--- src/rtl/down_counter_timer.sv ---
// Loadable down-counter timer: accepts a start value via valid/ready,
// counts it down to zero and pulses done for one cycle.
//
//   state | meaning
//   ------+-------------------------------------------------------
//   IDLE  | waiting for a load; count is 0, load_ready high
//   RUN   | counting down (or holding on pause); busy high
//   DONE  | terminal count reached; done high for one cycle
module down_counter_timer #(
   parameter int W = 10
) (
   input  logic         clk,
   input  logic         rst,
   input  logic         load_valid,
   output logic         load_ready,
   input  logic [W-1:0] load_value,
   input  logic         pause,
   input  logic         abort,
   output logic [W-1:0] count,
   output logic         busy,
   output logic         done
);

   typedef enum logic [1:0] {
      IDLE = 2'd0,
      RUN  = 2'd1,
      DONE = 2'd2
   } state_t;

   localparam logic [W-1:0] ZERO = '0;
   localparam logic [W-1:0] ONE  = W'(1);

   state_t         state_q, state_d;
   logic [W-1:0]   count_q, count_d;

   // property bookkeeping: last accepted load was all-ones, and done history
   logic           last_load_ones_q;
   logic           done_prev_q;

   // state and count registers
   always_ff @(posedge clk or posedge rst) begin
      if (rst) begin
         state_q <= IDLE;
         count_q <= ZERO;
      end else begin
         state_q <= state_d;
         count_q <= count_d;
      end
   end

   // next-state and next-count decode; abort beats pause beats decrement
   always_comb begin
      state_d = state_q;
      count_d = count_q;
      unique case (state_q)
         IDLE: begin
            count_d = ZERO;
            if (load_valid) begin
               if (load_value != ZERO) begin
                  count_d = load_value;
                  state_d = RUN;
               end else begin
                  state_d = DONE;
               end
            end
         end
         RUN: begin
            if (abort) begin
               count_d = ZERO;
               state_d = IDLE;
            end else if (pause) begin
               count_d = count_q;
            end else if (count_q == ONE) begin
               count_d = ZERO;
               state_d = DONE;
            end else begin
               // count_q >= 2 here, so the decrement can never wrap
               count_d = count_q - ONE;
            end
         end
         DONE: begin
            count_d = ZERO;
            state_d = IDLE;
         end
         default: begin
            count_d = ZERO;
            state_d = IDLE;
         end
      endcase
   end

   assign load_ready = (state_q == IDLE);
   assign busy       = (state_q == RUN);
   assign done       = (state_q == DONE);
   assign count      = count_q;

   // track history needed by the safety properties
   always_ff @(posedge clk or posedge rst) begin
      if (rst) begin
         last_load_ones_q <= 1'b0;
         done_prev_q      <= 1'b0;
      end else begin
         if (load_valid && load_ready)
            last_load_ones_q <= &load_value;
         done_prev_q <= done;
      end
   end

   // embedded safety properties, sampled on every rising edge out of reset
   always @(posedge clk) begin
      if (!rst) begin
         p0: assert (!(state_q == IDLE) || (count_q == ZERO));
         p1: assert (!done || (count_q == ZERO));
         p2: assert (!busy || (count_q != ZERO));
         p3: assert (!(&count_q) || last_load_ones_q);
         p4: assert (!(done && done_prev_q));
      end
   end

endmodule

--- config.mk ---
export PLATFORM = sky130hd
export DESIGN_NAME = down_counter_timer
export DESIGN_NICKNAME = d
export VERILOG_FILES = /design/src/rtl/down_counter_timer.sv
export SDC_FILE = /design/constraint.sdc
export NUM_CORES = 1
export LEC_CHECK = 0
export CAP_MARGIN = 20
export CELL_PAD_IN_SITES_DETAIL_PLACEMENT = 1
export CELL_PAD_IN_SITES_GLOBAL_PLACEMENT = 2
export CORE_MARGIN = 10
export CORE_UTILIZATION = 28
export DETAILED_ROUTE_END_ITERATION = 16
export PLACE_DENSITY_LB_ADDON = 0.15
export SLEW_MARGIN = 10
export SYNTH_ARGS = -nofsm -noshare
export SYNTH_HDL_FRONTEND = slang
export SYNTH_SLANG_ARGS = --single-unit
export TNS_END_PERCENT = 10
--- constraint.sdc ---
create_clock -name clk -period 3.7 [get_ports clk]
set_input_delay 0.925 -clock clk [delete_from_list [all_inputs] [get_ports clk]]
set_output_delay 0.925 -clock clk [all_outputs]
set_load 0.005 [all_outputs]
# Word-level counts from Yosys, hierarchy flattened
# Index checks and enable logic that the tools add are counted.
totals:
  latchBits: 0
  mem_count: 0
  reg_bits: 12
  out_inout_bits: 13
  mem_bits_rw: 0
  rom_bits: 0
classes:
  n_mux: 12
  eq_ne: 6
  mul: 0
  n_lt_le_gt_ge: 0
  n_reduce_logical: 3
  addsub: 1
  div: 0
  n_bitwise: 0
  shifts: 0
ops:
  columns: ["operator", "count"]
  rows:
  - ["$mux 10", 5]
  - ["$pmux 10 s2", 1]
  - ["$eq 10x1->1 const B", 1]
  - ["$mux 2", 5]
  - ["$reduce_bool 10->1", 1]
  - ["$sub 10x1->10 const B", 1]
  - ["$pmux 2 s2", 1]
  - ["$ne 3x2->1 const B", 1]
  - ["$ne 3x3->1 const B", 1]
  - ["$reduce_and 3->1", 1]
  - ["$eq 2x1->1 const B", 1]
  - ["$eq 2x2->1 const B", 1]
  - ["$logic_not 2->1", 1]
  - ["$ne 2x2->1 const B", 1]

# Depth between registers and ports, before layout
depth:
  depth_word: 5
  ltp_mapped: 6
  depth_no_buf: 6

# Worst setup path after synthesis
# Ideal clock, no wire load.
synth_path:
  path_type: "input to register"
  from: "input port pause"
  to: "register count_q[4] (netlist: count[4])"
  t_required_ns: 3.578
  stages: 5
  arrival_ns: 1.679
  setup_slack_ns: 1.899
  cell_sequence: "buf_2 nand2b_1 o31a_1 a21oi_1 o21ai_1"
synth_via:
  elab_chain_cells: 1
synth_rtl:
  columns: ["element", "line_no", "text"]
  rows:
  - ["start, declared", "17", "input logic pause,"]
  - ["$ne 3x3->1 (no source line)", null, null]
  - ["end signal, assigned", "47", "count_q <= count_d;"]
  - ["end, declared", "34", "logic [W-1:0] count_q, count_d;"]
# No other way between the ends.
# A chain may end at the register's enable or synchronous reset.

# Final worst setup path
layout_path:
  from: "input port pause"
  to: "register count_q[7] (netlist: count[7])"
# Same word-level chain as after synthesis.

==> results.yml <==
layout:
  multi_input_area_um2: 507
  utilization_pct: 39.0
  final_cell_mix: "clkdlybuf4s50_1, dfrtp_1, nand2_1"
  nets: 140
  antennaDiodeCount: 0
  drive_gt1_share_pct: 10.7
  regArea_um2: 300
  layout_commonest_cell: "clkdlybuf4s50_1"
  syn2layout_area_growth_pct: 35.3
  fillerInstances: 360
setup_path:
  crit_chain: "clkdlybuf4s50_1, nor3_2, nand3_1, nand2b_1, o311ai_2"
  r2r-end: "state_q[0]"
  end_kind: "flip-flop"
  required_ns: 3.88
  critPathMaxFanout: 11
  r2r_slack_ns: 2.01
  arrival_ns: 2.56
  reg2reg_from: "count[1]"
  critical_path_class: "input port to flip-flop"
  worstRegToRegCells: 6
  slowest_stage: "clkdlybuf4s50_1"
  critical_path.max_stage_delay_ns: 0.62
  critPathLaunchType: "input port"
min_path:
  holdCritStartpoint: "count[9]"
  hold_class: "flip-flop to flip-flop"
  min_to: "count[9]"
  min_path_cells: 1
power_and_ir_drop:
  cellInternalPower_w: 0.000322
  p_switching_w: 0.000215
  power_density_nw_per_um2: 458
  p_leak_nw: 0.455
  pwr-share-clk_pct: 15.2
  power_frac_seq_pct: 37.6
  irDropWorstVdd_mv: 0.188
  power.share.combinational_pct: 47.3
  p_sw_share_pct: 40.1
detailed_routing:
  drc: 0
  wl_mm: 2.74
  postRouteAntennaNets: 0
  vias: 834
  firstDrtPassIters: 4
  viasPerCell: 5.42
  drt_iter0_markers: 16
  wl_per_cell_um: 17.8
sta:
  maxSlewHeadroom_pct: 46.7
  fin_skew_ns: 0.00405
  rsz0062_at_grt: "no"
  tightest_slew_ns: 0.798
  period_needed_ns: 2.38
  finalMaxSlewViolations: 0
  fin_setup_tns_ns: 0
  finalSetupViolCount: 0
  min_period_over_period_pct: 64.3
  final_hold_viol_count: 0
  fmax_mhz: 420
run_status:
  status: "completed"
global_routing:
  grtUsageTotal_pct: 10.4
  antenna_found_initial: 0
  grt_pass1_wl_mm: 4.47
  grt_overflow: 0
  first_global_vias: 875
  grt_start_max_net_pins: 13
clock_network:
  cts_tree: "built"
  cts-hold-fix-buffers: 0
  cts_setup_buffers: 0
  clock_latency_ns: 0.27
  clk_path_buf_depth: 2
  htreeDepth: 1
  ctsResizeCount: 0
  numCtsBuffers: 3
  clkTransAtPathRegs_ns: 0.08
  cts-root-buf: "clkbuf_4"
  cts_sinks: 12
synth:
  synthXorXnorAreaFrac_pct: 0
  synth-async-reset-ratio_pct: 100
  synth_compound_area_share_pct: 21.2
  synth_ff_type: "dfrtp_1"
  synthMuxAreaShare_pct: 1.16
  synth_area_um2: 866
  syn_inst: 95
  postSynthAreaPerCell_um2: 9.11
  synth_simple_gate_area_share_pct: 33.2
  synth_edf_count: 0
  synth_top_family_by_area: "simple AND/OR/NAND/NOR gates"
  synth.distinct_cells: 35
  yosysWarnings: 0
  yosysSeqAreaShare_pct: 34.7
  ys_seq_elements: 12
  synthAdderAreaFrac_pct: 2.89
  synthesis.nets: 112
floorplanning:
  row_count: 20
  fp.dieArea_um2: 5720
  io_pins: 28
  die_h_um: 75.6
  start_util_pct: 28.8
  die_w_um: 75.6
  coreArea_um2: 3000
placement:
  port-buffer-count: 27
  gp_congestion: 0.758
  dp_hpwl_mm: 2.17
run:
  drv_cap: 0
[synth_stat cells, drive strengths merged (3+ instances only)]
library cell | count | area (µm²)
inv | 6 | 22.5
buf | 4 | 32.5
nand2 | 12 | 47.6
a32oi | 5 | 43.8
dfrtp | 12 | 300
nor2 | 9 | 33.8
o21ai | 4 | 20.0
nor2b | 4 | 25.0
nand3 | 8 | 40.0
nand2b | 3 | 18.8
nor4 | 5 | 52.6
nor3 | 3 | 31.3
a21oi | 4 | 23.8
[per-layer routing]
layer,GRT usage [%],share of wire (%)
met5,0,0
met2,16.5,47
met1,12.8,46
met3,2.99,6.3
met4,4.33,0.69
[power by group through the flow]
stage	Sequential (W)	Combinational, W	Clock [W]
after floorplan	0.000195	0.000159	0
after global placement	0.000205	0.000259	0
after detailed placement	0.000206	0.000258	0
after CTS	0.000203	0.000260	0.0000848
after global routing	0.000209	0.000280	0.0000907
final	0.000202	0.000254	0.0000813
[how the worst max path moves through the flow]
| stage | cells past startpoint | from | to |
|---|---|---|---|
| 2_1_floorplan | 5 | pause | count[4] |
| 3_3_place_gp | 5 | pause | count[9] |
| 3_5_place_dp | 5 | pause | count[7] |
| 4_1_cts | 5 | pause | count[7] |
| 5_1_grt | 5 | pause | count[9] |
| 6_report | 5 | pause | count[7] |
[area by class of cell]
cell class,count,share of cell area [%]
clock buffers,3,1.92
inverters,6,1.92
multi-input cells,72,43.3
flip-flops and latches,12,25.6
well taps,33,3.53
repair buffers,28,23.7
[registers in the layout, indices dropped and copies added, names as in the netlist]
| name | flops |
|---|---|
| state_q | 2 |
| count | 10 |
[kinds of logic after synthesis]
kind of cell / after synthesis
multiplexers: 1
AO/OA/AOI/OAI: 20
buffers and inverters: 11
adder cells (fa/ha/maj): 2
AND/OR/NAND/NOR: 49
flip-flops: 12
[stage by stage]
stage               worst slack, ns  hold slack [ns]  cell area [µm²]  cells  power [W]
floorplan                      1.90            0.495              866     95   0.000354
global placement               1.13            0.524             1150    151   0.000464
detailed placement             1.05            0.520             1150    151   0.000464
CTS                            1.33            0.536             1170    154   0.000548
global route                   1.20            0.575             1170    154   0.000580
finish                         1.32            0.521             1170    154   0.000537
[critical path: cells and delay by family]
family | cells | cell delay, ns
and+or+nand+nor | 3 | 0.80
buffers and inverters | 1 | 0.62
AOI/OAI and AO/OA | 1 | 0.21
Power figures use the tool's default switching activity.
